File: config.mk
export PLATFORM = sky130hd
export DESIGN_NAME = serial_pattern_detector
export DESIGN_NICKNAME = d
export VERILOG_FILES = /design/src/rtl/serial_pattern_detector.sv
export SDC_FILE = /design/constraint.sdc
export NUM_CORES = 1
export LEC_CHECK = 0
export CAP_MARGIN = 10
export CORE_MARGIN = 3
export CORE_UTILIZATION = 44
export CTS_CLUSTER_SIZE = 24
export DETAILED_ROUTE_END_ITERATION = 7
export HOLD_SLACK_MARGIN = 0.02
export PLACE_DENSITY = 0.86
export SLEW_MARGIN = 30
export SYNTH_ARGS = -nofsm -noshare
export SYNTH_HDL_FRONTEND = slang
export SYNTH_SLANG_ARGS = --single-unit
File: constraint.sdc
create_clock -name clk -period 1.8 [get_ports clk]
set_input_delay 0.36 -clock clk [delete_from_list [all_inputs] [get_ports clk]]
set_output_delay 0.36 -clock clk [all_outputs]
set_load 0.005 [all_outputs]
File: src/rtl/serial_pattern_detector.sv
// Serial pattern detector: finds PATTERN in an accepted bit stream,
// overlapping matches allowed, with a saturating match counter.
//
// Ports:
//   clk       - system clock, all state updates on rising edge
//   rst       - synchronous reset, active-high
//   clr       - synchronous soft clear, same effect as rst
//   in_valid  - d_in is accepted on this edge when high
//   d_in      - serial data bit from the upstream flip-flop q
//   match     - one-cycle pulse, last accepted bit completed PATTERN
//   match_cnt - saturating count of matches since reset/clear
//   cnt_sat   - high while match_cnt is at its maximum
//   window    - last PATTERN_LEN accepted bits, LSB newest
//   busy      - high once at least one bit has been accepted
module serial_pattern_detector #(
    parameter int                     PATTERN_LEN = 4,
    parameter logic [PATTERN_LEN-1:0] PATTERN     = 4'b1011,
    parameter int                     CNT_W       = 8
) (
    input  logic                   clk,
    input  logic                   rst,
    input  logic                   clr,
    input  logic                   in_valid,
    input  logic                   d_in,
    output logic                   match,
    output logic [CNT_W-1:0]       match_cnt,
    output logic                   cnt_sat,
    output logic [PATTERN_LEN-1:0] window,
    output logic                   busy
);

    localparam int FILL_W = (PATTERN_LEN > 2) ? $clog2(PATTERN_LEN) : 1;

    localparam logic [FILL_W-1:0] FILL_LAST = FILL_W'(PATTERN_LEN - 1);
    localparam logic [CNT_W-1:0]  CNT_MAX   = '1;
    localparam logic [CNT_W-1:0]  CNT_NEAR  = CNT_MAX - CNT_W'(1);

    typedef enum logic [1:0] {
        IDLE,
        FILL,
        RUN
    } state_t;

    state_t              state;
    logic [FILL_W-1:0]   fill;
    logic [PATTERN_LEN-1:0] next_window;
    logic                armed;
    logic                hit;

    assign next_window = {window[PATTERN_LEN-2:0], d_in};

    // The window only holds real data once PATTERN_LEN bits have been
    // accepted; before that its reset zeros must never count as a match.
    assign armed = (state == RUN) ||
                   ((state == FILL) && (fill == FILL_LAST));

    assign hit = in_valid && armed && (next_window == PATTERN);

    always_ff @(posedge clk) begin
        if (rst || clr) begin
            state     <= IDLE;
            fill      <= '0;
            window    <= '0;
            match     <= 1'b0;
            match_cnt <= '0;
            cnt_sat   <= 1'b0;
            busy      <= 1'b0;
        end else begin
            match <= 1'b0;
            if (in_valid) begin
                window <= next_window;
                busy   <= 1'b1;
                unique case (state)
                    IDLE: begin
                        state <= FILL;
                        fill  <= FILL_W'(1);
                    end
                    FILL: begin
                        if (fill == FILL_LAST) begin
                            state <= RUN;
                        end else begin
                            fill <= fill + FILL_W'(1);
                        end
                    end
                    RUN: begin
                        state <= RUN;
                    end
                    default: begin
                        state <= IDLE;
                        fill  <= '0;
                    end
                endcase
                if (hit) begin
                    match <= 1'b1;
                    // Counter sticks at its maximum; pulses keep coming.
                    if (match_cnt != CNT_MAX) begin
                        match_cnt <= match_cnt + CNT_W'(1);
                        cnt_sat   <= (match_cnt == CNT_NEAR);
                    end
                end
            end
        end
    end

endmodule

After elaboration in Yosys (flattened, before gate mapping)
Index checks and enable logic that the tools add are counted.
- eq/ne operators: 8
- add/sub/neg operators: 2
- mux-type cells: 5
- reductions and logical operators: 10
- bitwise operators: 2
- operators by type and width (cell ; number):
    case mux 2 bit (3 select lines) ; 2
    adder 8 x 1 -> 8 bit (second input constant) ; 1
    == test 8 bit (second input constant) ; 1
    inequality test 8 bit (second input constant) ; 1
    AND reduction 3 bit ; 2
    == test 2 bit (second input constant) ; 2
    == test 4 bit (second input constant) ; 1
    two-way mux 2 bit ; 2
    logical AND 1 bit ; 3
    adder 2 x 1 -> 2 bit (second input constant) ; 1
    == test 2 x 1 -> 1 bit (second input constant) ; 1
    logical NOT 2 bit ; 1
    logical OR 1 bit ; 2
    inequality test 2 x 1 -> 1 bit (second input constant) ; 1
    inequality test 2 bit (second input constant) ; 1
    inverter 1 bit ; 2
    AND reduction 2 bit ; 1
    OR reduction 2 bit ; 1
    two-way mux 1 bit ; 1
- logic and storage cells: 34
- register bits: 19
- bits of input ports: 5
- output and inout bits: 15

Longest topological paths before layout
Gate-level depths: netlist of the first run.
- depth after elaboration: 6
- depth in mapped cells: 8
- depth with buffers taken out: 6

Worst setup path after synthesis of the first run
Ideal clock, no wire load.
- path type: register -> register
- from: reg state[1]
- to: reg match_cnt[5]
- stages on the path, launching flop included: 8
- library setup time: 0.070 ns
- arrival time: 1.925 ns
- clock period less this slack: 1.995 ns
- setup slack: -0.195 ns
- required time: 1.730 ns
- path buffers: 1
- cells stage by stage: dfxtp_1 inv_1 ha_1 a21oi_1 or4_1 buf_2 or4_1 a21oi_1
- cells in the longest elaborated chain, start to end: 6
- elaborated cells between the ends (all ways): 7
- classes of those cells: eq/ne: 2; reduce/logical: 5
- ends and longest elaborated chain (element ; line ; text):
    start, declared ; 44 ; state_t state;
    start signal, assigned ; 61 ; state <= IDLE;
    start signal, assigned ; 75 ; state <= FILL;
    start signal, assigned ; 80 ; state <= RUN;
    == test 2 x 1 -> 1 bit ; 55 ; ((state == FILL) && (fill == FILL_LAST));
    logical AND 1 bit ; 55 ;
    logical OR 1 bit (*) ; 54 ; assign armed = (state == RUN) ||
    logical AND 1 bit (*) (2 in a row) ; 57 ; assign hit = in_valid && armed && (next_window == PATTERN);
    AND reduction 3 bit (no line) (*) ; -- ;
    end signal, assigned ; 97 ; match_cnt <= match_cnt + CNT_W'(1);
    end, declared ; 26 ; output logic [CNT_W-1:0] match_cnt,
Mark *: on every way between the ends. The rest lies on a longest branch, timed or not.
A chain may end at the register's enable or synchronous reset.

Worst setup path in the final report of the first run
Same ends and word-level chain as after synthesis.

==> summary.txt, run 1 <==
Cells and area
  • Commonest non-fill, non-tap cell in the layout: buf_4
  • Layout net count: 156
  • Layout cells sized above 1: 0.308
  • Commonest cells after routing, fill and taps aside: buf_4, clkdlybuf4s50_1, dfxtp_1
  • Utilization after layout: 0.762
  • Number of inserted diodes: 0
  • Layout Cells excl Fill: 168
  • Design area: 1420 µm²
  • Area grow syn2layout: 53.3%

Route
  • Total wire length: 2.43 mm
  • Vias per std cell: 5.47
  • Vias: 919
  • DRC viols: 0
  • Starting DRT DRC Count: 21
  • DR WL/cell: 14.4 µm
  • DRT Pass-1 Iters: 4
  • Routed Antenna Nets: 0

Global route
  • Vias in the first global route: 864
  • Busiest grt layer: met2
  • Met2 usage: 0.322
  • Largest net degree at the start of global routing: 16
  • Initial antenna violation count: 0
  • First-pass GRT wire length: 3.75 mm
  • Overall Global Routing Usage: 0.186
  • Met3 Use GR: 0.0573
  • GRT overflow: 0
  • Met1 Use GR: 0.207

Placement
  • HPWL after DPL: 1.61 mm
  • Post-DP Area: 1270 µm²
  • GPL Wtd Cong: 0.860
  • Placed insts: 156
  • # port buffers: 19

Floorplanning
  • Die X: 51.8 µm
  • IO Count: 20
  • Core Area: 1860 µm²
  • Die Area: 2680 µm²
  • FP Rows: 15
  • Starting density of the core: 0.497
  • Die H: 51.8 µm

STA
  • Final WS setup: -0.0954 ns
  • Clock skew: 0.00655 ns
  • Slew margin rel.: 0.697
  • Final Hold Fails: 0
  • Post-layout min period: 1.90 ns
  • Final setup TNS: -0.246 ns
  • Max Clock Freq: 528 MHz
  • Tcrit/Tclk final: 1.05
  • Slew Viols, Final: 0
  • Unrepaired setup endpoints after global routing: true
  • Worst slew pin tran: 0.450 ns
  • Final setup violation count: 5

Pwr
  • P_leak: 0.530 nW
  • P per Cell Area: 507 nW/µm²
  • Peak VDD IR: 658 µV

Clock network
  • CTS tree: yes
  • # clock sinks: 19
  • CTS Buf Count: 3
  • Clock latency on the worst-skew pair: 0.30 ns
  • CTS Hold Buffers Added: 0
  • H-tree depth: 1
  • Worst-case clock buffer depth: 2
  • Root Buffer: clkbuf_4
  • Clock-pin slew on the worst setup and hold paths: 0.11 ns

Yosys
  • Syn nets: 115
  • Synth top area cells: dfxtp_1, ha_1, mux2i_1
  • Syn avg cell area: 8.96 µm²
  • Sequential-to-total area share from yosys stat: 0.412
  • Share of async-settable or async-resettable flops after synthesis: 0
  • Yosys reg bits: 19
  • Primary FF master, synth: dfxtp_1
  • Ys Warns: 0
  • Share of the synthesized area in the top cell type: 0.412
  • Yosys cell types: 30
  • Cell area after synthesis: 923 µm²
  • Synth Instances: 103
  • EDFF count, synth: 0
  • Synth area leader: dfxtp_1

Setup path
  • Setup CP Type: reg -> reg
  • Largest fanout on the critical path: 6
  • Worst Setup End Kind: register
  • Setup crit start kind: register
  • Worst path required time: 2.00 ns
  • Arrival time worst endpoint: 2.10 ns
  • Critical path's slowest cell: or4_4
  • CP cell instances: inv_2 > ha_4 > a21oi_4 > or4_4 > buf_6 > buf_4 > o31ai_1 > a21oi_2
  • Critical Path Max Stage Delay: 0.50 ns

Job
  • Max-cap violations: 0

Outcome
  • Status: complete, but fails checks
  • Failing checks: negative setup slack

Worst hold path
  • Worst hold path type: reg -> reg
==> final cells by class <==
| cell class | count | area [µm²] |
|---|---|---|
| well taps | 25 | 31.3 |
| repair buffers | 42 | 373 |
| flip-flops and latches | 19 | 384 |
| inverters | 5 | 18.8 |
| fillers | 125 | 443 |
| clock buffers | 4 | 26.3 |
| multi-input cells | 73 | 582 |
==> metal layers <==
metal	share of wire	vias up
met1	0.41	426
li1	-	455
met3	0.044	4
met5	0	-
met4	0.013	0
met2	0.53	34
==> synth_stat cells (2+ instances only) <==
master / n
o21ai_0: 4
o31ai_1: 3
or3_1: 3
nor2_1: 10
inv_1: 5
dfxtp_1: 19
o41ai_1: 2
nor3_1: 3
ha_1: 7
nand4_1: 4
nand2_1: 5
or4_1: 3
clkbuf_1: 4
mux2i_1: 6
a21oi_1: 9
nand3_1: 2
==> state kept, by name (all words and copies together) (netlist names) <==
register	cells
cnt_sat	1
busy	1
fill	2
match	1
window	4
match_cnt	8
state	2
==> power by group <==
part | switching (mW) | total (mW) | internal (mW)
Combinational | 0.0322 | 0.0669 | 0.0348
Sequential | 0.00487 | 0.430 | 0.426
Clock | 0.134 | 0.220 | 0.0865
==> through the flow <==
stage | setup slack (ns) | power [mW] | hold WS (ns)
2_1_floorplan | -0.0736 | 0.474 | 0.438
3_3_place_gp | -0.467 | 0.499 | 0.446
3_5_place_dp | -0.503 | 0.502 | 0.462
4_1_cts | -0.0557 | 0.720 | 0.477
5_1_grt | -0.149 | 0.749 | 0.514
6_report | -0.0954 | 0.718 | 0.477
==> critical path, delay by kind of cell, from the launching register on <==
kind	cells	cell delay, ns
and+or+nand+nor	1	0.50
DFF	1	0.36
buffers and inverters	3	0.36
adders and majority gates	1	0.15
AOI/OAI and AO/OA	3	0.44
==> kinds of logic after synthesis <==
family,count (synthesis),synth area share
flip-flops,19,0.412
adder cells (fa/ha/maj),7,0.0948
multiplexers,6,0.0650
AND/OR/NAND/NOR,37,0.215
buffers and inverters,11,0.0542
AO/OA/AOI/OAI,23,0.159
==> path summary, 6_finish.rpt <==
check                                             from  slack [ns]                         to  depth (start not counted)
worst max-delay path             state[1]$_SDFFE_PP0P_        -0.1  match_cnt[5]$_SDFFE_PP0P_                          8
worst min-delay path            window[3]$_SDFFE_PP0P_        0.48     window[3]$_SDFFE_PP0P_                          2
worst max register to register   state[1]$_SDFFE_PP0P_        -0.1  match_cnt[5]$_SDFFE_PP0P_                          8
worst min register to register  window[3]$_SDFFE_PP0P_        0.48     window[3]$_SDFFE_PP0P_                          2
==> repair_timing <==
action | in CTS | in global routing
pin swaps | 3 | 6
cloned | 0 | 0
setup buffers | 4 | 4
resized for setup | 3 | 11
endpoints found under the setup margin | 7 | 8
(Power assumes the default switching activity.)
==> run 2: changes to the inputs <==
CORE_UTILIZATION = 42   (was 44)
CTS_CLUSTER_SIZE = 20   (was 24)
PLACE_DENSITY = 0.83   (was 0.86)
==> run 2 against run 1 <==
Against the previous run: the run still ends with negative setup slack left; via count shrank 0.65%; hold slack better by 0.0035 ns; clock power fell by 4%; die area rose by 4.2%; fmax up 2.6%; register-to-register slack gained 0.05 ns; sequential share of layout area rose by 1.0 points; critical path type unchanged; critical endpoint unchanged.
==> summary.txt, run 2 (same netlist as run 1, synthesis figures left out) <==
Cells and area
  • Largest Register: match_cnt (unchanged)
  • Layout net count: 150 (was 156)
  • Layout cells sized above 1: 0.307 (was 0.308)
  • Largest regs: match_cnt x8, window x4 (unchanged)
  • Area grow syn2layout: 48.2% (was 53.3%)
  • Multi-input logic area: 579 µm² (was 582 µm²)
  • Design area: 1370 µm² (was 1420 µm²)
  • Number of inserted diodes: 0 (unchanged)
  • Fillers: 160 (was 125)
  • Commonest non-fill, non-tap cell in the layout: clkdlybuf4s50_1 (was buf_4)
  • Sequential cell area: 385 µm² (was 384 µm²)
  • Max reg flops: 8 (unchanged)
  • Commonest cells after routing, fill and taps aside: clkdlybuf4s50_1, dfxtp_1, buf_4 (was buf_4, clkdlybuf4s50_1, dfxtp_1)

Pwr
  • Peak VDD IR: 483 µV (was 658 µV)
  • Sw Share: 0.233 (was 0.238)
  • Clock power share: 0.300 (was 0.307)
  • Seq pwr share: 0.610 (was 0.600)
  • P per Cell Area: 515 nW/µm² (was 507 nW/µm²)
  • Sw power: 0.164 mW (was 0.171 mW)
  • P_leak: 0.503 nW (was 0.530 nW)
  • Pint: 0.541 mW (was 0.547 mW)
  • Combinational power share: 0.090 (was 0.093)

Floorplanning
  • Die X: 52.9 µm (was 51.8 µm)
  • FP Rows: 16 (was 15)
  • Starting density of the core: 0.457 (was 0.497)
  • Die H: 52.9 µm (was 51.8 µm)
  • Core Area: 2020 µm² (was 1860 µm²)
  • Die Area: 2800 µm² (was 2680 µm²)
  • IO Count: 20 (unchanged)

Worst hold path
  • Min-delay src: busy$_SDFFE_PP0P_ (was window[3]$_SDFFE_PP0P_)
  • Worst hold path type: reg -> reg (unchanged)

Route
  • Vias per std cell: 5.57 (was 5.47)
  • DR WL/cell: 13.6 µm (was 14.4 µm)
  • Starting DRT DRC Count: 17 (was 21)
  • DRT Pass-1 Iters: 4 (unchanged)
  • Routed Antenna Nets: 0 (unchanged)
  • Total wire length: 2.24 mm (was 2.43 mm)
  • DRC viols: 0 (unchanged)
  • Vias: 913 (was 919)

Global route
  • GRT overflow: 0 (unchanged)
  • First-pass GRT wire length: 3.51 mm (was 3.75 mm)
  • Vias in the first global route: 859 (was 864)
  • Overall Global Routing Usage: 0.170 (was 0.186)
  • Largest net degree at the start of global routing: 12 (was 16)
  • Initial antenna violation count: 0 (unchanged)

Job
  • Max-cap violations: 0 (unchanged)

Placement
  • DP Worst Slack: -0.466 ns (was -0.503 ns)
  • HPWL after DPL: 1.61 mm (about the same)
  • Post-DP Area: 1280 µm² (was 1270 µm²)
  • GPL Wtd Cong: 0.830 (was 0.860)
  • # port buffers: 19 (unchanged)

Setup path
  • Setup crit start kind: register (unchanged)
  • Critical path's slowest cell: or4_4 (unchanged)
  • Critical Path Max Stage Delay: 0.51 ns (was 0.50 ns)
  • Worst setup path start: state[1]$_SDFFE_PP0P_ (unchanged)
  • Setup CP Type: reg -> reg (unchanged)
  • Buf/Inv on CP: 2 (was 3)
  • Worst path required time: 2.04 ns (was 2.00 ns)
  • Reg-to-Reg Start: state[1]$_SDFFE_PP0P_ (unchanged)
  • Largest fanout on the critical path: 5 (was 6)
  • CP delay by family, top: simple AND/OR/NAND/NOR gates (unchanged)
  • Cell mode on critical path: or4_4
  • Worst Setup End Kind: register (unchanged)
  • CP cell instances: inv_2 > ha_4 > a21oi_4 > or4_4 > buf_6 > or4_4 > a21oi_2 (was inv_2 > ha_4 > a21oi_4 > or4_4 > buf_6 > buf_4 > o31ai_1 > a21oi_2)
  • Arrival time worst endpoint: 2.09 ns (was 2.10 ns)

Clock network
  • Root Buffer: clkbuf_4 (unchanged)
  • Clock-pin slew on the worst setup and hold paths: 0.11 ns (about the same)
  • CTS Buf Count: 3 (unchanged)
  • Clock latency on the worst-skew pair: 0.30 ns (about the same)
  • CTS tree: yes (unchanged)
  • CTS Hold Buffers Added: 0 (unchanged)
  • H-tree depth: 1 (unchanged)
  • # clock sinks: 19 (unchanged)
  • Worst-case clock buffer depth: 2 (unchanged)

STA
  • Final WS setup: -0.0480 ns (was -0.0954 ns)
  • Slew Viols, Final: 0 (unchanged)
  • Max Clock Freq: 541 MHz (was 528 MHz)
  • Clock skew: 0.00721 ns (was 0.00655 ns)
  • Worst slew pin tran: 0.396 ns (was 0.450 ns)
  • Tcrit/Tclk final: 1.03 (was 1.05)
  • Final setup violation count: 2 (was 5)
  • Unrepaired setup endpoints after global routing: true (unchanged)
  • Slew margin rel.: 0.733 (was 0.697)
  • Final Hold Fails: 0 (unchanged)
  • Post-layout min period: 1.85 ns (was 1.90 ns)

Outcome
  • Status: complete, but fails checks (unchanged)
  • Failing checks: negative setup slack (unchanged)
run 2: cell count changes in the layout (fill, tap and decap cells not counted), moves of 2 or more:
cell     previous run  this run
o21ai_0             4         2
a21oi_2             1         3
a21oi_1             7         5
o21ai_1             0         2
buf_4              20        15
run 2: per-layer routing:
metal | up-vias | track usage | share of wire
met2 | 29 | 0.314 | 0.52
met3 | 4 | 0.0338 | 0.042
met4 | 0 | 0.0638 | 0.012
met1 | 437 | 0.189 | 0.42
li1 | 443 | - | -
met5 | - | 0 | 0
run 2: area by class of cell:
cell class | count | share of cell area
multi-input combinational | 73 | 0.423
sequential | 19 | 0.282
tap | 27 | 0.0247
clock inverter | 1 | 0.00366
clock buffer | 3 | 0.0165
timing repair buffer | 36 | 0.237
inverter | 5 | 0.0137
run 2: per-stage QoR:
| stage | total power [mW] | setup TNS [ns] | utilization | std cells | hold slack, ns |
|---|---|---|---|---|---|
| final | 0.705 | -0.0842 | 0.677 | 164 | 0.481 |
| after detailed placement | 0.502 | -3.54 | 0.632 | 159 | 0.458 |
| after floorplan | 0.474 | -0.0854 | - | 103 | 0.438 |
| after global placement | 0.500 | -3.19 | 0.632 | 159 | 0.446 |
| after global routing | 0.736 | -0.227 | 0.677 | 164 | 0.500 |
| after CTS | 0.711 | -0.0575 | 0.658 | 164 | 0.482 |
run 2: worst paths after layout:
kind / end / cells after the start / slack (ns)
setup / recovery: match_cnt[5]$_SDFFE_PP0P_ / 7 / -0.05
hold / removal: busy$_SDFFE_PP0P_ / 2 / 0.48
setup reg to reg: match_cnt[5]$_SDFFE_PP0P_ / 7 / -0.05
hold reg to reg: busy$_SDFFE_PP0P_ / 2 / 0.48
run 2: worst register-to-register path: stages (launching register included):
cell     delay [ns]
dfxtp_2        0.36
inv_2          0.08
ha_4           0.14
a21oi_4        0.05
or4_4          0.51
buf_6          0.15
or4_4          0.41
a21oi_2        0.11
run 2: power groups by stage:
stage	logic [mW]	registers (mW)	clock network, mW
finish	0.0634	0.430	0.212
global route	0.0700	0.430	0.235
CTS	0.0625	0.430	0.218
detailed placement	0.0628	0.439	0
global placement	0.0610	0.439	0
floorplan	0.0353	0.439	0
run 2: repair_timing:
| item | CTS | global route |
|---|---|---|
| pin swaps | 2 | 4 |
| buffers inserted | 1 | 0 |
| resized for setup | 8 | 10 |
| endpoints found under the hold margin | 0 | 0 |
| endpoints found under the setup margin | 8 | 7 |
| gates cloned | 0 | 0 |
